### src/rtl/traffic_pkg.sv
// Shared types and input indices for the traffic demand stage.
package traffic_pkg;

   typedef enum logic {DIR_NS = 1'b0, DIR_EW = 1'b1} dir_t;

   localparam int unsigned NUM_INPUTS = 4;
   localparam int unsigned DET_NS     = 0;
   localparam int unsigned DET_EW     = 1;
   localparam int unsigned PED_NS     = 2;
   localparam int unsigned PED_EW     = 3;

endpackage

### src/rtl/input_conditioner.sv
// Two-flop synchroniser followed by a debounce counter; emits the debounced
// level and a one-cycle pulse on each debounced 0->1 transition.
module input_conditioner #(
   parameter int unsigned DEB_CYCLES = 4
) (
   input  logic clk,
   input  logic rst_a,
   input  logic raw,
   output logic stable,
   output logic rise
);

   localparam int unsigned CW = (DEB_CYCLES > 1) ? $clog2(DEB_CYCLES) : 1;
   localparam logic [CW-1:0] CNT_LAST = CW'(DEB_CYCLES - 1);

   logic          sync1;
   logic          sync2;
   logic [CW-1:0] cnt;

   // Stable level only moves after DEB_CYCLES consecutive disagreeing samples
   always_ff @(posedge clk) begin
      if (rst_a) begin
         sync1  <= 1'b0;
         sync2  <= 1'b0;
         stable <= 1'b0;
         rise   <= 1'b0;
         cnt    <= '0;
      end else begin
         sync1 <= raw;
         sync2 <= sync1;
         rise  <= 1'b0;
         if (sync2 == stable) begin
            cnt <= '0;
         end else if (cnt == CNT_LAST) begin
            stable <= sync2;
            rise   <= sync2;
            cnt    <= '0;
         end else begin
            cnt <= cnt + CW'(1);
         end
      end
   end

endmodule

### src/rtl/traffic_demand_unit.sv
// Demand stage for traffic_control: conditioned request latches, per-direction
// wait counters with urgency, and a registered next-direction arbiter.
module traffic_demand_unit
   import traffic_pkg::*;
#(
   parameter int unsigned DEB_CYCLES = 4,
   parameter int unsigned MAX_WAIT   = 50
) (
   input  logic clk,
   input  logic rst_a,
   input  logic det_ns_raw,
   input  logic det_ew_raw,
   input  logic ped_ns_raw,
   input  logic ped_ew_raw,
   input  logic srv_ns,
   input  logic srv_ew,
   output logic req_ns,
   output logic req_ew,
   output logic ped_req_ns,
   output logic ped_req_ew,
   output logic urgent_ns,
   output logic urgent_ew,
   output logic next_ew
);

   localparam int unsigned WW = $clog2(MAX_WAIT + 1);
   localparam logic [WW-1:0] MAX_W = WW'(MAX_WAIT);

   logic [NUM_INPUTS-1:0] raw_vec;
   logic [NUM_INPUTS-1:0] rise_vec;
   logic [NUM_INPUTS-1:0] stable_unused;

   logic [WW-1:0] wait_ns;
   logic [WW-1:0] wait_ew;
   dir_t          last_srv;
   dir_t          next_dir;

   logic          req_ns_nxt;
   logic          req_ew_nxt;
   logic          ped_req_ns_nxt;
   logic          ped_req_ew_nxt;
   logic [WW-1:0] wait_ns_nxt;
   logic [WW-1:0] wait_ew_nxt;
   dir_t          last_srv_nxt;
   dir_t          next_dir_nxt;
   logic          dem_ns;
   logic          dem_ew;

   assign raw_vec = {ped_ew_raw, ped_ns_raw, det_ew_raw, det_ns_raw};
   assign next_ew = next_dir;

   for (genvar i = 0; i < NUM_INPUTS; i++) begin : g_cond
      input_conditioner #(.DEB_CYCLES(DEB_CYCLES)) u_cond (
         .clk    (clk),
         .rst_a  (rst_a),
         .raw    (raw_vec[i]),
         .stable (stable_unused[i]),
         .rise   (rise_vec[i])
      );
   end

   // Next-state: latches (set beats clear), saturating waits, arbitration
   always_comb begin
      dem_ns       = req_ns | ped_req_ns;
      dem_ew       = req_ew | ped_req_ew;
      next_dir_nxt = next_dir;
      last_srv_nxt = last_srv;

      req_ns_nxt     = rise_vec[DET_NS] | (req_ns     & ~srv_ns);
      req_ew_nxt     = rise_vec[DET_EW] | (req_ew     & ~srv_ew);
      ped_req_ns_nxt = rise_vec[PED_NS] | (ped_req_ns & ~srv_ns);
      ped_req_ew_nxt = rise_vec[PED_EW] | (ped_req_ew & ~srv_ew);

      wait_ns_nxt = wait_ns;
      if (srv_ns)                           wait_ns_nxt = '0;
      else if (dem_ns && (wait_ns != MAX_W)) wait_ns_nxt = wait_ns + WW'(1);

      wait_ew_nxt = wait_ew;
      if (srv_ew)                           wait_ew_nxt = '0;
      else if (dem_ew && (wait_ew != MAX_W)) wait_ew_nxt = wait_ew + WW'(1);

      if (dem_ns && !dem_ew) begin
         next_dir_nxt = DIR_NS;
      end else if (dem_ew && !dem_ns) begin
         next_dir_nxt = DIR_EW;
      end else if (dem_ns && dem_ew) begin
         if (urgent_ns && !urgent_ew)      next_dir_nxt = DIR_NS;
         else if (urgent_ew && !urgent_ns) next_dir_nxt = DIR_EW;
         else next_dir_nxt = (last_srv == DIR_NS) ? DIR_EW : DIR_NS;
      end

      // Simultaneous grants are a protocol violation: leave history alone
      if (srv_ns && !srv_ew)      last_srv_nxt = DIR_NS;
      else if (srv_ew && !srv_ns) last_srv_nxt = DIR_EW;
   end

   always_ff @(posedge clk) begin
      if (rst_a) begin
         req_ns     <= 1'b0;
         req_ew     <= 1'b0;
         ped_req_ns <= 1'b0;
         ped_req_ew <= 1'b0;
         wait_ns    <= '0;
         wait_ew    <= '0;
         urgent_ns  <= 1'b0;
         urgent_ew  <= 1'b0;
         last_srv   <= DIR_NS;
         next_dir   <= DIR_NS;
      end else begin
         req_ns     <= req_ns_nxt;
         req_ew     <= req_ew_nxt;
         ped_req_ns <= ped_req_ns_nxt;
         ped_req_ew <= ped_req_ew_nxt;
         wait_ns    <= wait_ns_nxt;
         wait_ew    <= wait_ew_nxt;
         urgent_ns  <= (wait_ns_nxt == MAX_W);
         urgent_ew  <= (wait_ew_nxt == MAX_W);
         last_srv   <= last_srv_nxt;
         next_dir   <= next_dir_nxt;
      end
   end

endmodule
### config.mk
export PLATFORM = sky130hd
export DESIGN_NAME = traffic_demand_unit
export DESIGN_NICKNAME = d
export VERILOG_FILES = /design/src/rtl/traffic_pkg.sv /design/src/rtl/input_conditioner.sv /design/src/rtl/traffic_demand_unit.sv
export SDC_FILE = /design/constraint.sdc
export NUM_CORES = 1
export LEC_CHECK = 0
export ABC_AREA = 1
export CORE_UTILIZATION = 29
export CTS_CLUSTER_DIAMETER = 60
export DETAILED_ROUTE_END_ITERATION = 10
export HOLD_SLACK_MARGIN = 0.02
export REMOVE_ABC_BUFFERS = 1
export SYNTH_ARGS = -nofsm -noshare
export SYNTH_HDL_FRONTEND = slang
export SYNTH_HIERARCHICAL = 1
export SYNTH_SLANG_ARGS = --single-unit
### constraint.sdc
create_clock -name clk -period 1.26 [get_ports clk]
set_input_delay 0.252 -clock clk [delete_from_list [all_inputs] [get_ports clk]]
set_output_delay 0.252 -clock clk [all_outputs]
set_load 0.005 [all_outputs]
; ---- After elaboration in Yosys (flattened, before gate mapping)
; Cells that the tools add are included.
; Widths: inputs -> output; s select.
[op_classes]
n_addsub = 6
n_eq_ne = 12
mux = 9
n_bitwise = 20
n_reduce_logical = 30
[op_table]
columns = operator, count
row1 = $mux 6, 4
row2 = $reduce_or 3->1, 8
row3 = $add 6x1->6 const B, 2
row4 = $eq 6x6->1 const B, 2
row5 = $ne 6x6->1 const B, 2
row6 = $not 1->1, 10
row7 = $logic_and 1x1->1, 9
row8 = $add 2x1->2 const B, 4
row9 = $eq 2x2->1 const B, 4
row10 = $reduce_and 2->1, 4
row11 = $logic_not 1->1, 6
row12 = $or 1x1->1, 6
row13 = $mux 1, 5
row14 = $and 1x1->1, 4
row15 = $eq 1x1->1, 4
row16 = $reduce_or 2->1, 2
row17 = $reduce_bool 2->1, 1
[totals]
reg_bits = 44
in_bits = 8
output_inout_bits = 7
elab_cells = 107

; ---- Logic depth before layout (Yosys ltp)
; Gate-level depths: netlist of run 1.
[logic_depth]
word_depth = 6
mapped_depth = 11
ltp_nobuf = 11

; ---- Modules after synthesis
; Netlist of run 1, hierarchy kept.
[modules_own_cells]
columns = mod, n_inst, cells_each, area_each_um2, seq_area_each_um2
row1 = traffic_demand_unit, 1, 149, 1027.2, 400.4
row2 = input_conditioner, 4, 23, 197.7, 120.1

; ---- Least setup slack after synthesis of run 1
; Ideal clock, no wire load.
[synth_timing]
kind = reg2reg
start = register wait_ns[0]
end = register urgent_ns
setup_time_ns = 0.064
t_arrival_ns = 1.189
required_ns = 1.196
path_slack_ns = 0.008
path_stages_with_launch = 12
path_buffers = 0
cell_sequence = dfxtp_1 > inv_1 > ha_1 > nand2_1 > nor2_2 > nand2_2 > nand2_1 > nand2_1 > nand3_1 > nor2_1 > nand2_1 > nor2_1
[synth_via]
elab_chain_cells = 5
elab_cells_between_ends = 6
cone_classes = add/sub (1) / eq/ne (2) / mux (2) / reduce/logical (1)
[synth_rtl]
columns = item, line_no
row1 = start: declaration, traffic_demand_unit.sv:33  ; logic [WW-1:0] wait_ns;
row2 = start signal: assignment, traffic_demand_unit.sv:114  ; wait_ns <= wait_ns_nxt;
row3 = "parallel branches: the longest is 2 deep, another holds $add 6x1->6", --
row4 = $mux 6 *, traffic_demand_unit.sv:76  ; else if (dem_ns && (wait_ns != MAX_W)) wait_ns_nxt = wait_ns + WW'(1);
row5 = $mux 6 *, traffic_demand_unit.sv:75  ; if (srv_ns) wait_ns_nxt = '0;
row6 = $eq 6x6->1 *, traffic_demand_unit.sv:116  ; urgent_ns <= (wait_ns_nxt == MAX_W);
row7 = end signal: assignment, traffic_demand_unit.sv:116
row8 = end: declaration, traffic_demand_unit.sv:21  ; output logic urgent_ns,
; Every way passes the cells marked *.
; A chain may end at the register's enable or synchronous reset.

; ---- Worst setup path in the final report of run 1
; Ends and elaborated chain as after synthesis.

==> results of run 1 <==
-- path summary, 6_finish.rpt --
kind,slack [ns],depth (start not counted),end,start
setup / recovery,-0.03,11,urgent_ns,wait_ns[0]
hold / removal,0.40,2,g_cond[3].u_cond/sync2,g_cond[3].u_cond/sync1
setup reg to reg,-0.03,11,urgent_ns,wait_ns[0]
hold reg to reg,0.40,2,g_cond[3].u_cond/sync2,g_cond[3].u_cond/sync1
-- worst max-delay path, delay by kind of cell (launching register included) --
| kind | cells | cell delay (ns) |
|---|---|---|
| buffers and inverters | 2 | 0.10 |
| adders and majority gates | 1 | 0.16 |
| DFF | 1 | 0.35 |
| and+or+nand+nor | 8 | 0.63 |
-- sequential cells by signal (all words and copies together), names as in the netlist --
signal,flops
g_cond.u_cond/cnt,8
g_cond.u_cond/rise,4
g_cond.u_cond/stable,4
g_cond.u_cond/sync1,4
g_cond.u_cond/sync2,4
last_srv,1
next_ew,1
ped_req_ew,1
ped_req_ns,1
req_ew,1
req_ns,1
urgent_ew,1
urgent_ns,1
wait_ew,6
wait_ns,6
-- report_power, final --
part	switching, mW	internal, mW
clock	0.477	0.586
sequential	0.00762	1.40
combinational	0.0559	0.0489
total	0.541	2.04
-- layout by cell type (no fill, tap or decap), types with 5 or more instances in the layout --
cell	count
nand2_1	35
clkdlybuf4s50_1	7
nor2_1	42
inv_2	10
buf_4	14
nor2_2	11
buf_6	5
dfxtp_2	9
dfxtp_1	33
inv_1	26
dlygate4sd2_1	7
a21oi_1	16
nand3_2	8
clkbuf_8	5
nand2_2	8
nand3_1	10
-- cell families after synthesis --
logic type / count (synthesis)
DFF: 44
buffers and inverters: 38
xor gates and xnor gates: 4
AOI/OAI and AO/OA: 21
and+or+nand+nor: 126
adders and majority gates: 8
-- layer usage --
metal | vias up | wire, um | track usage (%)
met2 | 22 | 1740 | 21.0
met4 | 0 | 64 | 5.36
met5 | - | 0 | 0
li1 | 816 | - | -
met1 | 705 | 1550 | 13.0
met3 | 8 | 131 | 4.16
-- cells in the mapped netlist (all sizes together) --
cell    instances
a21oi          17
dfxtp          44
nor2           56
o21ai           1
a211oi          2
o21bai          1
inv            36
nand2          46
nand3          18
nor2b           4
nand4           1
ha              8
xor2            4
nor3            1
clkbuf          2
-- layout make-up --
class	count	area [sq um]
clock inverters	3	42.5
well taps	75	93.8
clock buffers	5	68.8
flip-flops and latches	44	900
fillers	597	3490
multi-input cells	159	943
repair buffers	34	313
inverters	36	135
-- per-stage QoR --
step | setup slack, ns | std cells | hold WS (ns)
after floorplan | 0.00759 | 239 | 0.321
after global placement | -0.103 | 339 | 0.389
after detailed placement | -0.112 | 339 | 0.396
after CTS | -0.0652 | 355 | 0.408
after global routing | -0.128 | 356 | 0.431
final | -0.0301 | 356 | 0.405
-- what timing repair did --
action / in CTS / in global routing
pin swaps: 16 / 7
buffers inserted: 8 / 1
setup endpoints to repair: 12 / 11
resized for setup: 45 / 19
hold endpoints to repair: 0 / 0
==> flow_summary.json, run 1 <==
{
  "area_growth_pct": 37.3,
  "ant_nets": 0,
  "fp-row-count": 28,
  "layout-drive-gt1-share_pct": 31.0,
  "routed_wl_mm": 3.49,
  "criticalPathCategory": "flop to flop",
  "wl_per_cell_um": 9.80,
  "synth.largest_area_cell": "dfxtp_1",
  "overflow": 0,
  "max_cap_violations": 0,
  "slowest_delay_ns": 0.35,
  "viasPerCell": 4.36,
  "cp.required_ns": 1.49,
  "grt_max_degree": 17,
  "finalCritPeriodShare_pct": 102,
  "dr.pass1.iters": 4,
  "dieArea_sq_mm": 0.00659,
  "yosys.area_share.simple_pct": 30.1,
  "worst_slack_ns": -0.0301,
  "period_minus_slack_ns": 1.29,
  "relSlewSlack_pct": 81.9,
  "synth_area_sq_mm": 0.00182,
  "hp-class": "flop to flop",
  "synthTopCellsByArea": "dfxtp_1, nor2_1, nand2_1",
  "yosysSeqAreaShare_pct": 48.5,
  "rsz0062_at_grt": "yes",
  "drc": 0,
  "yosys_register_bits": 44,
  "endpoint_kind": "flop",
  "antenna_found_initial": 0,
  "dp_hpwl_mm": 2.39,
  "die_w_um": 81.2,
  "layout.nets": 296,
  "hold_buffers": 0,
  "arrival_ns": 1.52,
  "worst_ir_drop_vdd_uv": 590,
  "slew_viol_final": 0,
  "cts_max_path_buffers": 2,
  "coreArea_sq_mm": 0.00599,
  "gr-usage-all-layers_pct": 12.0,
  "synthAdderAreaFrac_pct": 5.51,
  "ys_warn_count": 6,
  "synth_top_family_by_area": "simple AND/OR/NAND/NOR gates",
  "worstMarginPinSlew_ns": 0.270,
  "slowest_stage": "dfxtp_2",
  "cts_tree": "yes",
  "crit_fanout": 6,
  "setup.worst_path.start_class": "flop",
  "power_density_mw_per_mm2": 1030,
  "vias": 1551,
  "crit_chain": "inv_2, ha_4, nand2_4, nor2_4, nand2_4, nand3_1, nand2_1, inv_2, nor2_4, nand2_1, nor2_1",
  "synth_compound_area_share_pct": 6.19,
  "fin_util_pct": 41.7,
  "setup_viol": 2,
  "power.total_mw": 2.58,
  "chipHeight_um": 81.2,
  "initial_core_util_pct": 30.3,
  "fin_skew_ns": 0.00402,
  "place_congestion": 0.802,
  "leakage_nw": 1.05,
  "antenna_cells": 0,
  "cts_root_buf": "clkbuf_8",
  "cts_buffers": 5,
  "setup_tns_ns": -0.0588,
  "htreeDepth": 2,
  "synthMuxAreaShare_pct": 0,
  "postSynthCellCount": 241,
  "synth.distinct_cells": 20,
  "grt_pass1_vias": 1509,
  "max_freq_mhz": 775,
  "finalHoldViolations": 0,
  "ios": 15,
  "clkSinkCount": 44,
  "synth.top_cell.area_share_pct": 48.5,
  "clock_latency_ns": 0.30,
  "port-buffer-count": 14,
  "clkTransAtPathRegs_ns": 0.08,
  "post_dp_cell_area_sq_mm": 0.00214,
  "status": "complete, but fails checks",
  "final_area_sq_mm": 0.00250,
  "grt_pass1_wl_mm": 6.02,
  "avgSynthCellArea_sq_um": 7.54,
  "dr.first_iter.drc_count": 63,
  "violations": "negative setup slack",
  "synthXorXnorAreaFrac_pct": 1.93
}
Power figures use the tool's default switching activity.
==> run 2, diff against run 1 <==
--- a/config.mk
+++ b/config.mk
@@ -6,7 +6,8 @@
 export NUM_CORES = 1
 export LEC_CHECK = 0
 export ABC_AREA = 1
-export CORE_UTILIZATION = 29
+export ABC_CLOCK_PERIOD_IN_PS = 1260
+export CORE_UTILIZATION = 40
 export CTS_CLUSTER_DIAMETER = 60
 export DETAILED_ROUTE_END_ITERATION = 10
 export HOLD_SLACK_MARGIN = 0.02
==> flow_summary.json, run 2 (synthesis gave the netlist of run 1 again) <==
{
  "antenna_found_initial": 0,
  "status": "complete, but fails checks",
  "ant_nets": 0,
  "dp_slack_ns": -0.0986,
  "grt_max_degree": 16,
  "routed_wl_mm": 3.62,
  "place_inst": 319,
  "final_cell_mix": "nor2_1, dfxtp_1, nand2_1",
  "clkSinkCount": 44,
  "antenna_cells": 0,
  "ios": 15,
  "grt_pass1_wl_mm": 5.74,
  "multiInputGateArea_sq_mm": 0.00101,
  "fp-row-count": 24,
  "overflow": 0,
  "slew_viol_final": 0,
  "clock_latency_ns": 0.28,
  "endpoint_kind": "flop",
  "gr-usage-all-layers_pct": 14.8,
  "cp.required_ns": 1.45,
  "criticalPathCategory": "flop to flop",
  "largestRegisters": "g_cond.u_cond/cnt (8), wait_ew (6), wait_ns (6)",
  "drc": 0,
  "cts_root_buf": "clkbuf_8",
  "finalHoldViolations": 0,
  "vias": 1593,
  "dp_hpwl_mm": 2.31,
  "relSlewSlack_pct": 82.5,
  "leakage_nw": 1.10,
  "violations": "negative setup slack",
  "final_area_sq_mm": 0.00259,
  "fin_skew_ns": 0.00225,
  "worstMarginPinSlew_ns": 0.261,
  "setup_tns_ns": -0.0740,
  "period_minus_slack_ns": 1.29,
  "setup_viol": 3,
  "post_dp_cell_area_sq_mm": 0.00213,
  "largest_reg_flops": 8,
  "layout-drive-gt1-share_pct": 35.6,
  "worst_slack_ns": -0.0346,
  "grt_pass1_vias": 1359,
  "rsz0062_at_grt": "yes",
  "dieArea_sq_mm": 0.00482,
  "max_cap_violations": 0,
  "slowest_stage": "dfxtp_2",
  "initial_core_util_pct": 41.8,
  "cts_tree": "yes",
  "chipHeight_um": 69.4,
  "wl_per_cell_um": 10.6,
  "power_density_mw_per_mm2": 986,
  "finalCritPeriodShare_pct": 103,
  "final_common_cell": "nor2_1",
  "dr.pass1.iters": 4,
  "port-buffer-count": 14,
  "cts_max_path_buffers": 2,
  "coreArea_sq_mm": 0.00435,
  "place_congestion": 0.815,
  "die_w_um": 69.4,
  "crit_family": "simple AND/OR/NAND/NOR gates",
  "worst_ir_drop_vdd_uv": 644,
  "fill_cells": 379,
  "clkTransAtPathRegs_ns": 0.08,
  "regMostFlops": "g_cond.u_cond/cnt",
  "arrival_ns": 1.48,
  "crit_chain": "inv_2, ha_4, nand2_4, nor2_4, nand2_4, buf_6, nand3_1, nand3_2, nand3_2, nor2_1",
  "register_area_sq_um": 900,
  "layout.nets": 304,
  "layout.cells.non_filler": 341,
  "htreeDepth": 2,
  "crit_buf_inv": 2,
  "hp-class": "flop to flop",
  "dr.first_iter.drc_count": 73,
  "cts_buffers": 5,
  "slowest_delay_ns": 0.33,
  "crit_fanout": 5,
  "power.total_mw": 2.55,
  "setup.worst_path.start_class": "flop",
  "area_growth_pct": 42.3,
  "max_freq_mhz": 772,
  "viasPerCell": 4.67
}
==> run 2: cell types whose count changed in the layout (fill, tap and decap cells not counted), sizes merged <==
cell,change
clkbuf,+1
clkinvlp,-1
buf,+8
==> run 2: repair_timing <==
item | 4_1_cts | 5_1_grt
pin swaps | 20 | 25
cloned | 0 | 0
endpoints found under the setup margin | 10 | 9
resized for setup | 43 | 35
hold buffers | 0 | 0
setup buffers | 8 | 6
==> run 2: cell type report <==
| type | instances | share of cell area [%] |
|---|---|---|
| multi-input combinational | 159 | 39.0 |
| sequential | 44 | 34.8 |
| timing repair buffer | 42 | 14.3 |
| inverter | 36 | 5.32 |
| clock buffer | 6 | 2.80 |
| tap | 52 | 2.51 |
| clock inverter | 2 | 1.35 |
==> run 2: worst reg2reg max path: stages (launching register included) <==
cell and delay [ns]:
dfxtp_2 0.33, inv_2 0.07, ha_4 0.14, nand2_4 0.05, nor2_4 0.11, nand2_4 0.10
buf_6 0.14, nand3_1 0.08, nand3_2 0.10, nand3_2 0.07, nor2_1 0.03
==> run 2: path summary, 6_finish.rpt <==
path,slack [ns],depth (start not counted),end,from
max reg2reg,-0.03,10,urgent_ns,wait_ns[0]
min reg2reg,0.40,2,g_cond[0].u_cond/sync2,g_cond[0].u_cond/sync1
max,-0.03,10,urgent_ns,wait_ns[0]
min,0.40,2,g_cond[0].u_cond/sync2,g_cond[0].u_cond/sync1
==> run 2: metal layers <==
| layer | GRT usage [%] | wire, um |
|---|---|---|
| met5 | 0 | 0 |
| met1 | 18.1 | 1590 |
| met4 | 6.12 | 44 |
| met2 | 25.0 | 1890 |
| met3 | 3.49 | 96 |
==> run 2: report_power, final <==
group	switching, mW	leakage, nW	internal [mW]
Sequential	0.00776	0.363	1.40
Combinational	0.0552	0.679	0.0528
Clock	0.445	0.0552	0.588
Total	0.507	1.10	2.04
==> run 2: stage by stage <==
| stage | util, % | hold slack (ns) |
|---|---|---|
| 5_1_grt | 59.4 | 0.425 |
| 4_1_cts | 55.2 | 0.406 |
| 3_3_place_gp | 49.0 | 0.394 |
| 3_5_place_dp | 49.0 | 0.394 |
| 6_report | 59.4 | 0.402 |
| 2_1_floorplan | - | 0.321 |
==> run 3, diff against run 2 <==
--- a/config.mk
+++ b/config.mk
@@ -8,9 +8,9 @@
 export ABC_AREA = 1
 export ABC_CLOCK_PERIOD_IN_PS = 1260
 export CORE_UTILIZATION = 40
-export CTS_CLUSTER_DIAMETER = 60
+export CTS_CLUSTER_DIAMETER = 30
 export DETAILED_ROUTE_END_ITERATION = 10
-export HOLD_SLACK_MARGIN = 0.02
+export HOLD_SLACK_MARGIN = 0.08
 export REMOVE_ABC_BUFFERS = 1
 export SYNTH_ARGS = -nofsm -noshare
 export SYNTH_HDL_FRONTEND = slang
==> results of run 3 <==
Final layout, timing and power as in run 2 (identical DEF).
